File: config.mk
export PLATFORM = sky130hd
export DESIGN_NAME = cpu_run_sequencer
export DESIGN_NICKNAME = d
export VERILOG_FILES = /design/src/rtl/cpu_run_sequencer.sv
export SDC_FILE = /design/constraint.sdc
export NUM_CORES = 1
export LEC_CHECK = 0
export CORE_MARGIN = 4
export CORE_UTILIZATION = 38
export CTS_BUF_LIST = sky130_fd_sc_hd__clkbuf_8
export DETAILED_ROUTE_END_ITERATION = 7
export PLACE_DENSITY = 0.79
export SYNTH_ARGS = -nofsm -noshare
export SYNTH_HDL_FRONTEND = slang
export SYNTH_SLANG_ARGS = --single-unit
File: constraint.sdc
create_clock -name clk -period 1.7 [get_ports clk]
set_input_delay 0.34 -clock clk [delete_from_list [all_inputs] [get_ports clk]]
set_output_delay 0.34 -clock clk [all_outputs]
set_load 0.005 [all_outputs]
File: src/rtl/cpu_run_sequencer.sv
// Run-control sequencer for the toy CPU: loads code memory from a host word
// stream, holds the CPU in reset during load/arm, and gates PC advance for
// free-run and single-step execution until a stop condition is seen.
module cpu_run_sequencer #(
    parameter int          ADDR_W     = 6,
    parameter int          DATA_W     = 16,
    parameter int          RST_CYCLES = 2,
    parameter logic [7:0]  HALT_OP    = 8'hFF,
    parameter logic [15:0] MAX_CYCLES = 16'hFFFF
) (
    input  logic              clk,
    input  logic              rst_n,
    input  logic              load_start,
    input  logic              load_valid,
    input  logic [DATA_W-1:0] load_data,
    input  logic              load_last,
    output logic              load_ready,
    input  logic              run_req,
    input  logic              step_req,
    input  logic              halt_req,
    input  logic              bp_en,
    input  logic [ADDR_W-1:0] bp_addr,
    input  logic [ADDR_W-1:0] pc_current,
    input  logic [7:0]        instr_opcode,
    output logic              imem_we,
    output logic [ADDR_W-1:0] imem_waddr,
    output logic [DATA_W-1:0] imem_wdata,
    output logic              cpu_rst,
    output logic              pc_en,
    output logic [2:0]        state,
    output logic [2:0]        halt_cause,
    output logic [15:0]       cycle_count
);

    typedef enum logic [2:0] {
        S_IDLE = 3'd0,
        S_LOAD = 3'd1,
        S_ARM  = 3'd2,
        S_HALT = 3'd3,
        S_RUN  = 3'd4,
        S_STEP = 3'd5
    } state_t;

    localparam int ARM_W = (RST_CYCLES > 1) ? $clog2(RST_CYCLES) : 1;

    localparam logic [2:0] CAUSE_NONE = 3'd0;
    localparam logic [2:0] CAUSE_HOST = 3'd1;
    localparam logic [2:0] CAUSE_BP   = 3'd2;
    localparam logic [2:0] CAUSE_OP   = 3'd3;
    localparam logic [2:0] CAUSE_WD   = 3'd4;
    localparam logic [2:0] CAUSE_STEP = 3'd5;

    state_t            cur;
    state_t            nxt;
    logic [ADDR_W-1:0] ptr;
    logic [ARM_W-1:0]  arm_cnt;
    logic              first_cycle;
    logic              cnt_inc;
    logic              cause_wr;
    logic [2:0]        cause_nxt;

    logic op_halt;
    logic wd_hit;
    logic bp_hit;
    logic last_addr;

    function automatic logic [15:0] sat_inc(input logic [15:0] v);
        return (v == 16'hFFFF) ? v : v + 16'd1;
    endfunction

    assign op_halt    = (instr_opcode == HALT_OP);
    assign wd_hit     = (cycle_count == MAX_CYCLES);
    // A breakpoint is masked on the first RUN cycle so resuming from it works.
    assign bp_hit     = bp_en && (pc_current == bp_addr) && !first_cycle;
    assign last_addr  = (ptr == {ADDR_W{1'b1}});
    assign state      = cur;
    assign imem_waddr = ptr;
    assign imem_wdata = load_data;

    // Next-state decode plus the combinational strobes (pc_en, imem_we).
    always_comb begin
        nxt       = cur;
        pc_en     = 1'b0;
        imem_we   = 1'b0;
        cnt_inc   = 1'b0;
        cause_wr  = 1'b0;
        cause_nxt = CAUSE_NONE;
        case (cur)
            S_IDLE: begin
                if (load_start) nxt = S_LOAD;
            end
            S_LOAD: begin
                imem_we = load_valid & load_ready;
                if (imem_we && (load_last || last_addr)) nxt = S_ARM;
            end
            S_ARM: begin
                if (arm_cnt == ARM_W'(RST_CYCLES - 1)) nxt = S_HALT;
            end
            S_HALT: begin
                if (step_req)        nxt = S_STEP;
                else if (run_req)    nxt = S_RUN;
                else if (load_start) nxt = S_LOAD;
            end
            S_RUN: begin
                if (halt_req || op_halt || wd_hit || bp_hit) begin
                    nxt      = S_HALT;
                    cause_wr = 1'b1;
                    if (halt_req)     cause_nxt = CAUSE_HOST;
                    else if (op_halt) cause_nxt = CAUSE_OP;
                    else if (wd_hit)  cause_nxt = CAUSE_WD;
                    else              cause_nxt = CAUSE_BP;
                end else begin
                    pc_en   = 1'b1;
                    cnt_inc = 1'b1;
                end
            end
            S_STEP: begin
                nxt      = S_HALT;
                cause_wr = 1'b1;
                if (halt_req) begin
                    cause_nxt = CAUSE_HOST;
                end else if (op_halt) begin
                    cause_nxt = CAUSE_OP;
                end else begin
                    pc_en     = 1'b1;
                    cnt_inc   = 1'b1;
                    cause_nxt = CAUSE_STEP;
                end
            end
            default: nxt = S_IDLE;
        endcase
    end

    // State register.
    always_ff @(posedge clk or negedge rst_n) begin
        if (!rst_n) cur <= S_IDLE;
        else        cur <= nxt;
    end

    // Load pointer, arm timer, cycle counter, halt cause and registered outputs.
    always_ff @(posedge clk or negedge rst_n) begin
        if (!rst_n) begin
            ptr         <= '0;
            arm_cnt     <= '0;
            cycle_count <= 16'd0;
            halt_cause  <= CAUSE_NONE;
            first_cycle <= 1'b0;
            cpu_rst     <= 1'b1;
            load_ready  <= 1'b0;
        end else begin
            // Pointer restarts at 0 on every load entry and sticks at the top.
            if (cur != S_LOAD && nxt == S_LOAD)
                ptr <= '0;
            else if (imem_we && !last_addr)
                ptr <= ptr + 1'b1;

            if (cur == S_ARM) arm_cnt <= arm_cnt + 1'b1;
            else              arm_cnt <= '0;

            if (cur == S_ARM)  cycle_count <= 16'd0;
            else if (cnt_inc)  cycle_count <= sat_inc(cycle_count);

            if (cur == S_ARM)
                halt_cause <= CAUSE_NONE;
            else if (cur == S_HALT && (nxt == S_RUN || nxt == S_STEP))
                halt_cause <= CAUSE_NONE;
            else if (cause_wr)
                halt_cause <= cause_nxt;

            first_cycle <= (cur == S_HALT) && (nxt == S_RUN);
            cpu_rst     <= (nxt == S_IDLE) || (nxt == S_LOAD) || (nxt == S_ARM);
            load_ready  <= (nxt == S_LOAD);
        end
    end

endmodule

# Yosys cells after proc, flatten, opt, wreduce, memory -nomap -nowiden
# Cells that the tools add are included.
[totals]
reg_bits = 32
[classes]
mux = 30
addsub = 3
bitwise_logic = 1
eq_ne = 15
reduce_logical = 22
[op_table]
columns = ["cell", "n"]
rows = [
  ["16-bit 2-to-1 mux", 3],
  ["3-bit 2-to-1 mux", 15],
  ["3-bit one-hot mux with 6 select lines", 1],
  ["16-bit by 1-bit adder with 16-bit output, second input constant", 1],
  ["16-bit == test, second input constant", 1],
  ["3-bit == test, second input constant", 4],
  ["6-bit 2-to-1 mux", 2],
  ["3-bit by 2-bit == test with 1-bit output, second input constant", 3],
  ["8-bit == test, second input constant", 1],
  ["1-bit logical AND", 7],
  ["1-bit logical OR", 7],
  ["6-bit by 1-bit adder with 6-bit output, second input constant", 1],
  ["3-bit by 1-bit == test with 1-bit output, second input constant", 2],
  ["6-bit == test", 1],
  ["6-bit == test, second input constant", 1],
  ["3-bit zero test", 2],
  ["1-bit 2-to-1 mux", 6],
  ["3-bit one-hot mux with 2 select lines", 1],
  ["1-bit one-hot mux with 2 select lines", 2],
  ["2-bit nonzero test", 2],
  ["3-bit by 1-bit inequality test with 1-bit output, second input constant", 1],
  ["3-bit nonzero test", 1],
  ["1-bit zero test", 2],
  ["2-bit by 1-bit inequality test with 1-bit output, second input constant", 1],
  ["other kinds (3)", 3],
]

# Depth between registers and ports, before layout
[logic_depth]
word_depth = 11
depth_mapped = 8
mapped_depth_nobuf = 7

# Worst setup path before layout
# No wires, ideal clock.
[synth_timing]
path_type = "register to register"
from = "register cycle_count[0]"
to = "register cycle_count[12]"
synth_period_minus_slack_ns = 1.664
path_stages_with_launch = 9
t_arrival_ns = 1.532
setup_slack_ns = 0.036
cell_sequence = "dfrtp_1 ha_1 nand3_1 nor4_4 nor2_4 buf_6 nand4_1 xor2_1 nor2_1"
[synth_via]
elab_chain_len = 7
word_cells_on_any_way = 12
[synth_rtl]
columns = ["element", "line", "text"]
rows = [
  ["from (decl)", "32", "output logic [15:0] cycle_count"],
  ["from (signal assigned)", "161", "else if (cnt_inc) cycle_count <= sat_inc(cycle_count);"],
  ["branches (longest 7 deep; another with 16-bit by 1-bit adder with 16-bit output)", "n/a", ""],
]
# Parallel ways; which one is timed is not known. The select of a mux whose other input is x is not followed.
# A chain may end at the register's enable or synchronous reset.

# Worst setup path after layout
[layout_timing]
from = "register cycle_count[10]"
to = "output pc_en"
[layout_via]
elab_chain_len = 5
[layout_rtl]
columns = ["element", "line", "text"]
rows = [
  ["16-bit == test", "72", "assign wd_hit = (cycle_count == MAX_CYCLES);"],
  ["1-bit logical OR (2 in series)", "105", "if (halt_req || op_halt || wd_hit || bp_hit) begin"],
  ["1-bit 2-to-1 mux", "105", ""],
  ["1-bit one-hot mux with 2 select lines", "88", "case (cur)"],
  ["to (decl)", "29", "output logic pc_en,"],
]
# No other way between the ends.

==> impl_metrics.yaml <==
status:
  status: "finished with violations"
  violations: "negative setup slack"
routing:
  post-route-drc-count: 0
  ant_nets: 0
  routed_wl_um: 5455
  wl_per_cell_um: 14.24
  drt-initial-drc-count: 64
  firstDrtPassIters: 4
  num_vias: 1880
  via_per_inst: 4.909
floorplanning:
  die_w_um: 79.05
  num_rows: 25
  die-height_um: 79.05
  boundaryPins: 93
  initial_core_util_pct: 39.82
  core_region_area_sq_um: 4817
  die_area_sq_um: 6248
synthesis:
  synthCells: 206
  ys.flop_type: "dfrtp_1"
  async_reset_ff_share_pct: 100.0
  netlist_area_sq_um: 1918
  synth-seq-area-share_pct: 41.81
  ys.warnings.count: 0
  ys_types: 46
  ys_ff_latch: 32
  synth_edf_count: 0
  syn_area_per_cell_sq_um: 9.311
  synth_nets: 253
cts:
  insertion_delay_ns: 0.29
  cts_tree: "yes"
  cts_made_buffers: 5
  cts_root_buf: "clkbuf_8"
  cts.sinks: 32
  cts-hold-fix-buffers: 0
  clk_path_buf_depth: 2
  cts_htree_levels: 2
  clk_pin_slew_worst_paths_ns: 0.07
layout:
  drive_gt1_share_pct: 33.23
  n_antenna_cell: 0
  stdcell_count: 383
  multi_input_area_sq_um: 1071
  fillCellCount: 397
  final-seq-area_sq_um: 802.0
  area_growth_pct: 67.25
  layout.nets: 362
global_routing:
  grt_start_max_net_pins: 33
  overflow: 0
  grt_first_pass_wirelength_um: 9239
  antenna_found_initial: 0
  track_usage_pct: 18.55
  grt_pass1_vias: 2047
critical_path:
  startpoint_type: "register"
  slowest_delay_ns: 0.35
  arrival_ns: 1.57
  reg2reg_depth: 8
  path_max_fanout: 2
  reg2reg_from: "state[1]$_DFF_PN0_"
  r2r-end: "cycle_count[13]$_DFFE_PN0P_"
  path_cells: "nand4_1 > nor4_4 > a31oi_1 > nor2_1 > nor2_1 > buf_2"
  cpMostUsedCell: "nor2_1"
  crit_path_end_kind: "output pin"
  slowest_stage: "dfrtp_1"
  rrSetupSlack_ns: -0.18
  worst-endpoint-required_ns: 1.36
  crit_type: "register to output pin"
timing:
  worst_pin_slew_ns: 0.4032
  drv_slew: 0
  min_period_ns: 1.908
  final-hold-violation-count: 0
  setup_viol: 22
  fmax_ghz: 0.5240
  setup_ws_ns: -0.2085
  maxSlewHeadroom_pct: 72.94
  fin_worst_skew_ns: 0.005927
  fin_crit_sh_pct: 112.3
  setup_tns_ns: -2.126
  grt_setup_unrepaired: "yes"
power:
  leakagePower_uw: 0.001475
  power.density_nw_per_um2: 1059
  power_uw: 3398
  peakVddDrop_v: 0.0008438
place:
  gp_congestion: 0.8280
  place_worst_setup_slack_ns: -0.5763
  dp.cells: 362
  hpwl_um: 3781
  port_buffers: 60
run:
  cap_violations: 0
hold_path:
  min_path_type: "input pin to async pin"
-- cells in the mapped netlist (2+ instances only) --
| cell | number | share of area (%) |
|---|---|---|
| nor2_1 | 27 | 5.3 |
| a21oi_1 | 7 | 1.8 |
| xor2_1 | 18 | 8.2 |
| buf_4 | 16 | 6.3 |
| a31oi_1 | 3 | 0.98 |
| nor3_1 | 3 | 0.78 |
| nor2b_1 | 3 | 0.98 |
| and2_1 | 2 | 0.65 |
| nand2b_1 | 3 | 0.98 |
| o211ai_1 | 2 | 0.78 |
| o21ai_1 | 4 | 1.0 |
| ha_1 | 2 | 1.3 |
| nand4b_1 | 2 | 0.91 |
| mux2i_1 | 2 | 1.0 |
| and3_1 | 6 | 2.0 |
| nand4_1 | 13 | 4.2 |
| o21ai_0 | 8 | 2.1 |
| nand3_1 | 10 | 2.6 |
| nand2_1 | 12 | 2.3 |
| or3_1 | 3 | 0.98 |
| clkbuf_1 | 2 | 0.39 |
| inv_1 | 3 | 0.59 |
| dfrtp_1 | 31 | 40 |
| nor2_4 | 2 | 1.2 |
-- flip-flops by register name, indices dropped and copies added (netlist names) --
name         count
state            3
first_cycle      1
imem_waddr       6
cycle_count     16
arm_cnt          1
halt_cause       3
load_ready       1
cpu_rst          1
-- repair_timing --
action                                  in CTS  in global routing
gates cloned                                 1                  0
resized for setup                           51                 16
pin swaps                                   33                 16
endpoints found under the setup margin      24                 30
setup buffers                               20                  2
-- critical path: cells and delay by family (launching register included) --
family | cells | cell delay [ns]
AND/OR/NAND/NOR | 4 | 0.71
buffers and inverters | 1 | 0.12
flip-flops | 1 | 0.35
AO/OA/AOI/OAI | 1 | 0.10
-- worst max path at each step --
stage | cells past startpoint | slack, ns | startpoint | endpoint
floorplan | 8 | 0.04 | cycle_count[0]$_DFFE_PN0P_ | cycle_count[12]$_DFFE_PN0P_
global route | 6 | -0.34 | cycle_count[12]$_DFFE_PN0P_ | pc_en
global placement | 7 | -0.54 | bp_addr[0] | pc_en
finish | 6 | -0.21 | cycle_count[10]$_DFFE_PN0P_ | pc_en
CTS | 6 | -0.23 | cycle_count[13]$_DFFE_PN0P_ | pc_en
detailed placement | 7 | -0.58 | bp_addr[2] | pc_en
-- cells by family (layout without fill, tap and decap cells) --
family / after synthesis / count (layout) / synth area share [%]
adders and majority gates: 2 / 2 / 1.304
muxes: 2 / 2 / 1.044
buffers and inverters: 23 / 133 / 8.089
xor gates and xnor gates: 19 / 19 / 8.676
DFF: 32 / 32 / 41.81
and+or+nand+nor: 96 / 96 / 28.31
AOI/OAI and AO/OA: 32 / 32 / 10.76
-- cells in the final DEF (no fill, tap or decap), drive strengths merged, types with 2 or more instances in the layout --
cell	instances
buf	64
clkdlybuf4s50	46
dfrtp	31
nor2	29
xor2	18
nand4	14
nand2	13
dlygate4sd2	12
o21ai	12
nand3	11
clkbuf	7
a21oi	7
and3	6
a31oi	4
nand2b	3
inv	3
nor3	3
nor2b	3
or3	3
o211ai	3
nor3b	2
and2	2
nand4b	2
mux2i	2
nor4	2
ha	2
-- metal layers --
| layer | part of all wire (%) | up-vias | wire length, um | track usage [%] |
|---|---|---|---|---|
| li1 | - | 931 | - | - |
| met1 | 41 | 898 | 2243 | 22.19 |
| met2 | 54 | 43 | 2921 | 33.59 |
| met3 | 4.2 | 8 | 229 | 3.968 |
| met4 | 1.1 | 0 | 61 | 4.811 |
| met5 | 0 | - | 0 | 0 |
-- power by group --
part | switching (uW) | internal, uW
clock | 291 | 517
sequential | 117 | 904
combinational | 675 | 893
-- metrics by stage --
step	utilization [%]	hold WS [ns]	instance area, sq um
2_1_floorplan	-	0.04441	1918
3_3_place_gp	58.94	0.4176	2839
3_5_place_dp	58.94	0.4199	2839
4_1_cts	66.21	0.4176	3189
5_1_grt	66.60	0.4235	3208
6_report	66.60	0.4110	3208
-- final cells by class --
type / instances / share of cell area (%)
clock buffer: 7 / 3.003
clock inverter: 1 / 0.9360
inverter: 3 / 0.3510
multi-input combinational: 151 / 33.39
sequential: 32 / 25.00
tap: 67 / 2.613
timing repair buffer: 122 / 34.71
Power figures use the tool's default switching activity.
